File: src/rtl/uart_rx_mmio_pkg.sv
// Shared UART constants and receiver FSM encoding.
// The datapath transmitter imports the same bit-timing constants.
package uart_rx_mmio_pkg;

   localparam int UART_DATA_BITS    = 8;
   localparam int UART_CLKS_PER_BIT = 10417;

   typedef enum logic [2:0] {
      ST_IDLE,
      ST_START,
      ST_DATA,
      ST_STOP,
      ST_BREAK
   } uart_state_e;

endpackage

File: src/rtl/uart_rx_fifo.sv
// Synchronous first-word-fall-through FIFO for received bytes.
// Full/empty come from the occupancy count, not pointer equality.
module uart_rx_fifo
   import uart_rx_mmio_pkg::*;
#(
   parameter int DEPTH = 16,
   parameter int WIDTH = UART_DATA_BITS
) (
   input  logic                     clk,
   input  logic                     reset,
   input  logic                     push,
   input  logic [WIDTH-1:0]         wr_data,
   input  logic                     pop,
   output logic [WIDTH-1:0]         rd_data,
   output logic                     full,
   output logic                     empty,
   output logic [$clog2(DEPTH):0]   count
);

   localparam int AW = $clog2(DEPTH);
   localparam int CW = AW + 1;

   logic [WIDTH-1:0] mem_q [DEPTH];
   logic [AW-1:0]    wr_ptr_q, wr_ptr_d;
   logic [AW-1:0]    rd_ptr_q, rd_ptr_d;
   logic [CW-1:0]    count_q, count_d;
   logic             do_push, do_pop;

   assign empty = (count_q == '0);
   assign full  = (count_q == CW'(DEPTH));
   assign count = count_q;

   assign rd_data = empty ? '0 : mem_q[rd_ptr_q];

   // A pop frees the head slot, so a push into a full FIFO still lands.
   always_comb begin
      do_pop   = pop & ~empty;
      do_push  = push & (~full | do_pop);
      wr_ptr_d = wr_ptr_q;
      rd_ptr_d = rd_ptr_q;
      count_d  = count_q;
      if (do_push) wr_ptr_d = wr_ptr_q + 1'b1;
      if (do_pop)  rd_ptr_d = rd_ptr_q + 1'b1;
      if (do_push && !do_pop) count_d = count_q + 1'b1;
      if (do_pop && !do_push) count_d = count_q - 1'b1;
   end

   always_ff @(posedge clk) begin
      if (reset) begin
         wr_ptr_q <= '0;
         rd_ptr_q <= '0;
         count_q  <= '0;
      end else begin
         wr_ptr_q <= wr_ptr_d;
         rd_ptr_q <= rd_ptr_d;
         count_q  <= count_d;
      end
   end

   always_ff @(posedge clk) begin
      if (do_push) mem_q[wr_ptr_q] <= wr_data;
   end

endmodule

File: src/rtl/uart_rx_mmio.sv
// 8N1 UART receiver with FWFT byte FIFO and sticky error flags,
// exposed as a memory-mapped read port for the load path.
module uart_rx_mmio
   import uart_rx_mmio_pkg::*;
#(
   parameter int CLKS_PER_BIT = UART_CLKS_PER_BIT,
   parameter int FIFO_DEPTH   = 16
) (
   input  logic                          clk,
   input  logic                          reset,
   input  logic                          uart_rx_serial_input,
   input  logic                          rd_en,
   input  logic                          clr_err,
   output logic [7:0]                    rd_data,
   output logic                          rx_valid,
   output logic [$clog2(FIFO_DEPTH):0]   rx_count,
   output logic                          overrun,
   output logic                          frame_err
);

   localparam int CW = $clog2(CLKS_PER_BIT);
   localparam int BW = $clog2(UART_DATA_BITS);

   localparam logic [CW-1:0] HALF     = CW'(CLKS_PER_BIT / 2);
   localparam logic [CW-1:0] LAST     = CW'(CLKS_PER_BIT - 1);
   localparam logic [BW-1:0] LAST_BIT = BW'(UART_DATA_BITS - 1);

   uart_state_e         state_q, state_d;
   logic                sync1_q, sync1_d;
   logic                sync2_q, sync2_d;
   logic [CW-1:0]       cnt_q, cnt_d;
   logic [BW-1:0]       bit_idx_q, bit_idx_d;
   logic [7:0]          shift_q, shift_d;
   logic                overrun_q, overrun_d;
   logic                frame_err_q, frame_err_d;
   logic                rx_s;
   logic                push, fe_set, drop;
   logic                fifo_full, fifo_empty;

   assign sync1_d = uart_rx_serial_input;
   assign sync2_d = sync1_q;
   assign rx_s    = sync2_q;

   always_comb begin
      state_d   = state_q;
      cnt_d     = cnt_q;
      bit_idx_d = bit_idx_q;
      shift_d   = shift_q;
      push      = 1'b0;
      fe_set    = 1'b0;
      unique case (state_q)
         ST_IDLE: begin
            if (!rx_s) begin
               state_d = ST_START;
               cnt_d   = '0;
            end
         end
         ST_START: begin
            if (cnt_q == HALF) begin
               cnt_d     = '0;
               bit_idx_d = '0;
               state_d   = rx_s ? ST_IDLE : ST_DATA;
            end else begin
               cnt_d = cnt_q + 1'b1;
            end
         end
         ST_DATA: begin
            if (cnt_q == LAST) begin
               cnt_d              = '0;
               shift_d[bit_idx_q] = rx_s;
               if (bit_idx_q == LAST_BIT) state_d = ST_STOP;
               else bit_idx_d = bit_idx_q + 1'b1;
            end else begin
               cnt_d = cnt_q + 1'b1;
            end
         end
         ST_STOP: begin
            if (cnt_q == LAST) begin
               cnt_d = '0;
               if (rx_s) begin
                  push    = 1'b1;
                  state_d = ST_IDLE;
               end else begin
                  fe_set  = 1'b1;
                  state_d = ST_BREAK;
               end
            end else begin
               cnt_d = cnt_q + 1'b1;
            end
         end
         // Held-low line must return high before a new start is armed.
         ST_BREAK: begin
            if (rx_s) state_d = ST_IDLE;
         end
         default: state_d = ST_IDLE;
      endcase
   end

   // Set events take priority over a same-cycle clear.
   always_comb begin
      drop        = push & fifo_full & ~rd_en;
      overrun_d   = drop   | (overrun_q   & ~clr_err);
      frame_err_d = fe_set | (frame_err_q & ~clr_err);
   end

   always_ff @(posedge clk) begin
      if (reset) begin
         state_q     <= ST_IDLE;
         sync1_q     <= 1'b1;
         sync2_q     <= 1'b1;
         cnt_q       <= '0;
         bit_idx_q   <= '0;
         shift_q     <= '0;
         overrun_q   <= 1'b0;
         frame_err_q <= 1'b0;
      end else begin
         state_q     <= state_d;
         sync1_q     <= sync1_d;
         sync2_q     <= sync2_d;
         cnt_q       <= cnt_d;
         bit_idx_q   <= bit_idx_d;
         shift_q     <= shift_d;
         overrun_q   <= overrun_d;
         frame_err_q <= frame_err_d;
      end
   end

   uart_rx_fifo #(
      .DEPTH (FIFO_DEPTH),
      .WIDTH (UART_DATA_BITS)
   ) u_fifo (
      .clk     (clk),
      .reset   (reset),
      .push    (push),
      .wr_data (shift_q),
      .pop     (rd_en),
      .rd_data (rd_data),
      .full    (fifo_full),
      .empty   (fifo_empty),
      .count   (rx_count)
   );

   assign rx_valid  = ~fifo_empty;
   assign overrun   = overrun_q;
   assign frame_err = frame_err_q;

endmodule
File: config.mk
export PLATFORM = sky130hd
export DESIGN_NAME = uart_rx_mmio
export DESIGN_NICKNAME = d
export VERILOG_FILES = /design/src/rtl/uart_rx_mmio_pkg.sv /design/src/rtl/uart_rx_fifo.sv /design/src/rtl/uart_rx_mmio.sv
export SDC_FILE = /design/constraint.sdc
export NUM_CORES = 1
export LEC_CHECK = 0
export CAP_MARGIN = 30
export CORE_MARGIN = 2
export CORE_UTILIZATION = 45
export CTS_BUF_LIST = sky130_fd_sc_hd__clkbuf_4
export DETAILED_ROUTE_END_ITERATION = 7
export DONT_BUFFER_PORTS = 1
export SLEW_MARGIN = 20
export SYNTH_ARGS = -nofsm -noshare
export SYNTH_HDL_FRONTEND = slang
export SYNTH_SLANG_ARGS = --single-unit
File: constraint.sdc
create_clock -name clk -period 2.8 [get_ports clk]
set_clock_uncertainty 0.05 [all_clocks]
set_input_delay 0.42 -clock clk [delete_from_list [all_inputs] [get_ports clk]]
set_output_delay 0.42 -clock clk [all_outputs]
set_load 0.005 [all_outputs]
After elaboration in Yosys (flattened, before gate mapping)
Memories as Yosys holds them, arrays and structs flattened. A register that Yosys moved wholly into a read port is not among the register bits.
Cells that the tools add are included.
{"block": "op_classes", "order_cmp": 2, "n_addsub": 6, "mux": 33, "reduce_logical": 15, "n_bitwise": 13, "n_eq_ne": 15}
{"op": "14-bit two-way mux", "n": 3}
{"op": "14-bit case mux with 3 select lines", "n": 1}
{"op": "3-bit two-way mux", "n": 10}
{"op": "3-bit case mux with 5 select lines", "n": 1}
{"op": "14-bit by 1-bit adder with 14-bit output (second input constant)", "n": 1}
{"op": "14-bit by 13-bit == test with 1-bit output (second input constant)", "n": 1}
{"op": "14-bit == test (second input constant)", "n": 1}
{"op": "2-bit inequality test (second input constant)", "n": 7}
{"op": "5-bit two-way mux", "n": 2}
{"op": "1-bit two-way mux", "n": 9}
{"op": "4-bit by 1-bit adder with 4-bit output (second input constant)", "n": 2}
{"op": "8-bit bitwise mux", "n": 1}
{"op": "4-bit two-way mux", "n": 2}
{"op": "8-bit two-way mux", "n": 1}
{"op": "1-bit AND", "n": 6}
{"op": "3-bit by 2-bit == test with 1-bit output (second input constant)", "n": 2}
{"op": "3-bit == test (second input constant)", "n": 2}
{"op": "3-bit case mux with 2 select lines", "n": 1}
{"op": "6-bit AND reduction", "n": 1}
{"op": "5-bit by 1-bit adder with 5-bit output (second input constant)", "n": 1}
{"op": "5-bit == test (second input constant)", "n": 1}
{"op": "5-bit logical NOT", "n": 1}
{"op": "5-bit by 1-bit subtractor with 5-bit output (second input constant)", "n": 1}
{"op": "3-bit by 4-bit less-than comparator with 1-bit output (second input constant)", "n": 1}
{"op": "15 further kinds", "n": 25}
{"block": "word_totals", "inputBits": 5, "mem_count": 1, "register_bits": 45, "ram_bits": 128}
{"name": "u_fifo.mem_q", "depth": 16, "width": 8, "read_ports": 1, "rd_ports_with_merged_regs": 1, "wr": 1, "line_no": "uart_rx_fifo.sv:23", "rtl": "logic [WIDTH-1:0] mem_q [DEPTH];"}

Depth between registers and ports, before layout
Gate-level depths: netlist of the first run.
{"block": "logic_depth", "depth_word": 8, "ltp_mapped": 13}

Hierarchy
From an unflattened synthesis of the first run, not the netlist that was laid out.
{"block": "unflattened", "cells_unflattened": 542, "area_unflattened_um2": 7694.9}
{"module": "uart_rx_fifo", "area_each_um2": 5936.9, "seq_area_each_um2": 4184.0, "cells_each": 329, "n_inst": 1}
{"module": "uart_rx_mmio", "area_each_um2": 1757.9, "seq_area_each_um2": 640.6, "cells_each": 213, "n_inst": 1}

Worst setup path before layout of the first run
Ideal clock, no wire load.
{"block": "synth_path", "path_type": "flip-flop to flip-flop", "from": "register u_fifo.count_q[0], in the netlist u_fifo.count[0]", "to": "register u_fifo.count_q[4], in the netlist u_fifo.count[4]", "t_required_ps": 2627, "path_buffers": 0, "synth_period_minus_slack_ps": 2873, "path_stages_with_launch": 11, "setup_slack_ps": -73, "arrival_time_ps": 2699, "setup_ps": 123, "path_cell_list": "dfxtp_1 > or4_4 > o21ai_0 > nor2_1 > clkinv_1 > fa_1 > inv_1 > a21o_1 > a21oi_1 > mux2i_4 > mux2_1"}
{"block": "synth_via", "elab_chain_cells": 8, "elab_cells_between_ends": 16, "classes_between": "add/sub: 2; eq/ne: 1; mux: 2; bitwise: 5; reduce/logical: 6"}
{"item": "start, declared", "line_no": "uart_rx_fifo.sv:26", "rtl": "logic [CW-1:0] count_q, count_d;"}
{"item": "start signal, assigned", "line_no": "uart_rx_fifo.sv:56", "rtl": "count_q <= count_d;"}
{"item": "5-bit logical NOT", "line_no": "uart_rx_fifo.sv:29", "rtl": "assign empty = (count_q == '0);"}
{"item": "1-bit NOT", "line_no": "uart_rx_fifo.sv:37", "rtl": "do_pop = pop & ~empty;"}
{"item": "1-bit AND", "line_no": "uart_rx_fifo.sv:37"}
{"item": "1-bit bitwise OR", "line_no": "uart_rx_fifo.sv:38", "rtl": "do_push = push & (~full | do_pop);"}
{"item": "1-bit AND", "line_no": "uart_rx_fifo.sv:38"}
{"item": "1-bit logical NOT", "line_no": "uart_rx_fifo.sv:45", "rtl": "if (do_pop && !do_push) count_d = count_q - 1'b1;"}
{"item": "1-bit logical AND", "line_no": "uart_rx_fifo.sv:45"}
{"item": "5-bit two-way mux or 2-bit nonzero test (tied branches)"}
Several ways; a longest one is shown, not always the timed one. The select of a mux whose other input is x is not followed.
A chain may end at the register's enable or synchronous reset.

==> impl_metrics.json, run 1 <==
{
  "die_h_um": 133,
  "yosysMostFrequentCell": "sky130_fd_sc_hd__edfxtp_1",
  "critical_path.endpoint_type": "primary output",
  "ff_latch_area_sq_um": 4830,
  "area_added_between_synthesis_and_finish_pct": 12.4,
  "insertedDiodeCount": 0,
  "hold_ws_ns": 0.0552,
  "crit_top_cell": "sky130_fd_sc_hd__mux4_2",
  "detailedRoute.firstIterationViolations": 264,
  "routed-via-count": 4187,
  "global_route_usage_over_all_layers_pct": 17.5,
  "synthArstFlopShare_pct": 0,
  "post-route-util_pct": 51.1,
  "cts_made_buffers": 17,
  "grt_setup_unrepaired": "yes",
  "cts_tree": "yes",
  "fin_setup_tns_ns": -0.219,
  "timing.setup.critical_path_class": "reg -> out",
  "dominantRegCellSynth": "sky130_fd_sc_hd__edfxtp_1",
  "p_per_area_nw_per_um2": 670,
  "via_count_of_the_first_global_routing_pass": 4174,
  "vdd_ir_drop_max_mv": 0.643,
  "grt_antenna_before_repair": 0,
  "timing_worst_slew_pin_value_ns": 0.697,
  "place_inst": 721,
  "area_enclosed_by_the_die_boundary_sq_um": 17600,
  "fillerInstances": 1386,
  "post_synth.cell_area_avg_sq_um": 15.2,
  "maxClockFrequency_mhz": 349,
  "worst-path-max-fanout": 11,
  "route.antenna.remaining_nets": 0,
  "cpPeakStageDelay_ns": 0.55,
  "timing.final.hold_violations": 0,
  "post-route-period-util_pct": 102,
  "cts.root.buffer_cell": "sky130_fd_sc_hd__clkbuf_4",
  "flops_latches_synth": 177,
  "cap_violations": 0,
  "slowest_stage": "sky130_fd_sc_hd__mux4_2",
  "worst_slew_margin_rel_pct": 53.5,
  "finalSetupViolCount": 8,
  "crit_required_ns": 2.33,
  "htree_num_levels": 4,
  "synth_largest_area_cell": "sky130_fd_sc_hd__edfxtp_1",
  "synth.cell_area_sq_um": 7460,
  "routed_wire_length_per_instance_um": 19.1,
  "clockBufferDepth": 2,
  "place.gp.congestion": 0.810,
  "number_of_instances_on_the_worst_hold_path": 2,
  "die_x_um": 133,
  "detailedPlace.worstSlack_ns": -0.0280,
  "report.power.total_mw": 5.62,
  "grt_first_pass_wirelength_um": 23000,
  "stdcell_area_sq_um": 8390,
  "dpl_cell_area_sq_um": 7950,
  "status": "finished, violations left",
  "share_of_the_synthesized_area_in_the_top_cell_type_pct": 51.5,
  "detail_route.drc_violations": 0,
  "synth.top_cells.by_count": "sky130_fd_sc_hd__edfxtp_1 (128), sky130_fd_sc_hd__dfxtp_1 (49), sky130_fd_sc_hd__mux4_2 (40), sky130_fd_sc_hd__nor2_1 (38)",
  "period_needed_ns": 2.86,
  "clkTransAtPathRegs_ns": 0.14,
  "firstDrtPassIters": 5,
  "timing.final.ws_setup_ns": -0.0629,
  "initial_core_util_pct": 45.5,
  "drive_gt1_share_pct": 26.9,
  "synth_cell_type_count": 55,
  "nets": 546,
  "cp.arrival_ns": 2.39,
  "maximum_number_of_pins_on_one_net_before_global_route_repair": 43,
  "io-pin-count": 21,
  "synth_sequential_area_ratio_pct": 64.6,
  "ff2ff_setup_slack_ns": 0.13,
  "multiInputGateArea_sq_um": 2550,
  "synthCells": 490,
  "post_drt_via_cell_ratio": 5.51,
  "numClockSinks": 177,
  "place.port_buffers": 0,
  "critical_path.startpoint_type": "flip-flop",
  "final-instance-count-excl-fill": 760,
  "syn_nets": 508,
  "hpwlAfterDp_um": 9720,
  "cells_along_the_critical_path": "buf_12 -> mux4_2 -> mux4_2 -> nor2b_1",
  "global_route.overflow_total": 0,
  "finalMaxSlewViolations": 0,
  "violations_in_the_final_reports": "setup timing",
  "synthesis.yosys.warnings": 0,
  "hold_path.class": "in -> reg",
  "p_leak_nw": 2.85,
  "post_synth_main_area_contributors": "sky130_fd_sc_hd__edfxtp_1 (51%), sky130_fd_sc_hd__dfxtp_1 (13%), sky130_fd_sc_hd__mux4_2 (12%), sky130_fd_sc_hd__ha_1 (2.0%), sky130_fd_sc_hd__nor2_1 (1.9%)",
  "floorplan.rows": 47,
  "routed_wl_um": 14600,
  "synth-edff-count": 128,
  "core-area_sq_um": 16400,
  "clkLatencyLatePin_ns": 0.56,
  "reg2regPathDepth": 10
}
## registers in the layout, summed over array words and instances (netlist names), named ones only
register and cells:
shift_q 8, overrun 1, sync1_q 1, frame_err 1
cnt_q 14, rx_s 1, u_fifo.count 5, u_fifo.wr_ptr_q 4
u_fifo.mem_q 128, u_fifo.rd_ptr_q 4, state_q 3, bit_idx_q 3
## kinds of logic after synthesis
group / after synthesis / share of synthesized area [%]
xor+xnor: 14 / 1.64
buf+inv: 36 / 1.99
fa+ha+maj: 13 / 2.28
simple gates: 164 / 12.3
flops: 177 / 64.6
compound gates: 32 / 2.98
mux: 54 / 14.1
## worst max-delay path, delay by kind of cell (launching register included)
kind          cells  cell delay [ns]
simple gates      1             0.16
buf+inv           1             0.17
mux               2             1.05
flops             1             0.43
## power by group
part           leakage (nW)  switching, mW  total [mW]  internal, mW
Combinational          1.11          0.623        1.26         0.637
Clock                 0.158          0.851        1.48         0.627
Sequential             1.58         0.0567        2.88          2.82
## timing repair
item / in CTS / in global routing
gates cloned: 0 / 0
hold buffers: 3 / 0
hold endpoints to repair: 40 / 0
setup buffers: 2 / 3
gates resized for setup: 4 / 15
endpoints found under the setup margin: 20 / 117
pin swaps: 0 / 4
## worst paths after layout
| path | end | start |
|---|---|---|
| min reg2reg | rx_s | sync1_q |
| min | cnt_q[11] | reset |
| max reg2reg | u_fifo.count[4] | u_fifo.count[2] |
| max | rd_data[2] | flip-flop |
## routing by layer
metal | global-route usage, % | routed length, um
met1 | 22.8 | 6390
met2 | 29.4 | 7290
met3 | 3.68 | 614
met4 | 6.21 | 254
met5 | 0 | 0
## cell type report
type	instances	area share, %
clock buffers	18	1.61
clock inverters	13	1.95
inverters	13	0.597
multi-input cells	277	30.4
flip-flops and latches	177	57.6
well taps	220	3.28
repair buffers	42	4.56
## placed cells by master (no fill, tap or decap), types with 7 or more instances in the layout
cell and n:
sky130_fd_sc_hd__nand4_1 7, sky130_fd_sc_hd__nor2b_1 10, sky130_fd_sc_hd__mux2i_1 12, sky130_fd_sc_hd__clkbuf_4 18, sky130_fd_sc_hd__a21oi_1 9, sky130_fd_sc_hd__dfxtp_1 47
sky130_fd_sc_hd__xor2_1 12, sky130_fd_sc_hd__mux4_2 40, sky130_fd_sc_hd__ha_1 11, sky130_fd_sc_hd__nand2_1 20, sky130_fd_sc_hd__and2_1 11, sky130_fd_sc_hd__buf_4 35
sky130_fd_sc_hd__nand3_1 20, sky130_fd_sc_hd__edfxtp_1 128, sky130_fd_sc_hd__nor2_1 36, sky130_fd_sc_hd__nor3_1 9, sky130_fd_sc_hd__inv_1 12
No activity file was read; power rests on OpenSTA's default activity.
==> inputs of run 2 (changes only) <==
--- a/config.mk
+++ b/config.mk
@@ -11,6 +11,7 @@
 export CTS_BUF_LIST = sky130_fd_sc_hd__clkbuf_4
 export DETAILED_ROUTE_END_ITERATION = 7
 export DONT_BUFFER_PORTS = 1
+export REMOVE_ABC_BUFFERS = 1
 export SLEW_MARGIN = 20
 export SYNTH_ARGS = -nofsm -noshare
 export SYNTH_HDL_FRONTEND = slang
==> impl_metrics.json, run 2 (same netlist as run 1, synthesis figures left out) <==
{
  "route.antenna.remaining_nets": 0,
  "core-area_sq_um": 16400,
  "layout_top_registers": "u_fifo.mem_q (128), cnt_q (14), shift_q (8)",
  "critical_path.endpoint_type": "primary output",
  "io-pin-count": 21,
  "cts_tree": "yes",
  "die_h_um": 133,
  "crit_required_ns": 2.33,
  "number_of_instances_on_the_worst_hold_path": 3,
  "grt_util_met2_pct": 29.7,
  "p_leak_nw": 2.87,
  "initial_core_util_pct": 45.5,
  "met3_usage_pct": 5.13,
  "worst_slew_margin_rel_pct": 48.4,
  "die_x_um": 133,
  "grt_antenna_before_repair": 0,
  "hold_ws_ns": 0.0395,
  "dpl_cell_area_sq_um": 7910,
  "detail_route.drc_violations": 0,
  "number_of_flip_flops_in_the_largest_register": 128,
  "firstDrtPassIters": 4,
  "cap_violations": 0,
  "period_needed_ns": 2.89,
  "vdd_ir_drop_max_mv": 0.443,
  "most-common-layout-cells": "sky130_fd_sc_hd__edfxtp_1 (128), sky130_fd_sc_hd__dfxtp_1 (47), sky130_fd_sc_hd__mux4_2 (40)",
  "critical_path.startpoint_type": "flip-flop",
  "maxClockFrequency_mhz": 346,
  "gr-usage-met1_pct": 23.7,
  "post_drt_via_cell_ratio": 5.47,
  "busiest_layer": "met2",
  "finalSetupViolCount": 8,
  "numClockSinks": 177,
  "area_added_between_synthesis_and_finish_pct": 13.7,
  "routed_wl_um": 15200,
  "drive_gt1_share_pct": 28.6,
  "timing.final.hold_violations": 0,
  "cts.root.buffer_cell": "sky130_fd_sc_hd__clkbuf_4",
  "area_enclosed_by_the_die_boundary_sq_um": 17600,
  "post-route-period-util_pct": 103,
  "finalMaxSlewViolations": 0,
  "timing_worst_slew_pin_value_ns": 0.773,
  "clockBufferDepth": 2,
  "layout_commonest_cell": "sky130_fd_sc_hd__edfxtp_1",
  "global_route_usage_over_all_layers_pct": 18.1,
  "status": "finished, violations left",
  "via_count_of_the_first_global_routing_pass": 4263,
  "registers.top_by_ff_count": "u_fifo.mem_q",
  "global_route.overflow_total": 0,
  "place_inst": 718,
  "cts_made_buffers": 17,
  "worst-path-max-fanout": 5,
  "place.gp.congestion": 0.828,
  "floorplan.rows": 47,
  "cp.arrival_ns": 2.42,
  "post-route-util_pct": 51.7,
  "routed-via-count": 4166,
  "detailedRoute.firstIterationViolations": 326,
  "final-instance-count-excl-fill": 762,
  "grt_setup_unrepaired": "yes",
  "maximum_number_of_pins_on_one_net_before_global_route_repair": 43,
  "detailedPlace.worstSlack_ns": 0.00822,
  "hold_path.class": "in -> reg",
  "stdcell_area_sq_um": 8480,
  "p_per_area_nw_per_um2": 680,
  "timing.final.ws_setup_ns": -0.0872,
  "clkLatencyLatePin_ns": 0.56,
  "htree_num_levels": 4,
  "hpwlAfterDp_um": 9890,
  "nets": 547,
  "insertedDiodeCount": 0,
  "grt_first_pass_wirelength_um": 23900,
  "clkTransAtPathRegs_ns": 0.14,
  "violations_in_the_final_reports": "setup timing",
  "timing.setup.critical_path_class": "reg -> out",
  "reg2regPathDepth": 10,
  "place.port_buffers": 0,
  "routed_wire_length_per_instance_um": 19.9
}
[run 2: cell types whose count changed in the layout (fill, tap and decap cells not counted), sizes merged]
cell / change
clkbuf: +1
clkinv: -4
clkinvlp: +3
inv: +2
[run 2: worst paths after layout]
kind | endpoint | start | slack [ns]
max | rd_data[5] | flip-flop | -0.09
min reg2reg | rx_s | sync1_q | 0.38
max reg2reg | u_fifo.count[4] | u_fifo.count[0] | 0.13
min | overrun | clr_err | 0.04
[run 2: per-layer routing]
metal | part of all wire, % | up-vias | wire, um
li1 | - | 1953 | -
met1 | 43 | 2121 | 6490
met2 | 51 | 84 | 7750
met3 | 5.2 | 8 | 787
met4 | 0.79 | 0 | 119
met5 | 0 | - | 0
[run 2: final cells by class]
class | instances | area [sq um]
Fill cell | 1360 | 7920
Sequential cell | 177 | 4830
Multi-Input combinational cell | 277 | 2600
Timing Repair Buffer | 43 | 432
Tap cell | 220 | 275
Clock inverter | 14 | 163
Clock buffer | 18 | 135
Inverter | 13 | 48.8
[run 2: per-stage QoR]
stage | TNS (ns) | power, mW
after floorplan | -2.90 | 3.71
after global placement | 0 | 4.09
after detailed placement | 0 | 4.11
after CTS | -1.02 | 5.65
after global routing | -1.40 | 6.04
final | -0.396 | 5.77
[run 2: critical path, stage by stage, from the launching register on]
cell and delay (ns):
sky130_fd_sc_hd__dfxtp_4 0.43, sky130_fd_sc_hd__buf_12 0.13, sky130_fd_sc_hd__buf_16 0.12, sky130_fd_sc_hd__mux4_2 0.53
sky130_fd_sc_hd__mux4_2 0.49, sky130_fd_sc_hd__nor2b_4 0.14
[run 2: where the power goes]
group          switching, mW  internal (mW)  leakage (nW)
logic                  0.703          0.717          1.15
clock network          0.858          0.623         0.144
registers             0.0489           2.82          1.58
[run 2: what timing repair did]
| action | in CTS | in global routing |
|---|---|---|
| buffers inserted | 3 | 4 |
| gates resized for setup | 6 | 32 |
| pin swaps | 0 | 4 |
| hold buffers | 3 | 0 |
| endpoints found under the hold margin | 40 | 0 |
| gates cloned | 1 | 1 |
| endpoints found under the setup margin | 11 | 135 |
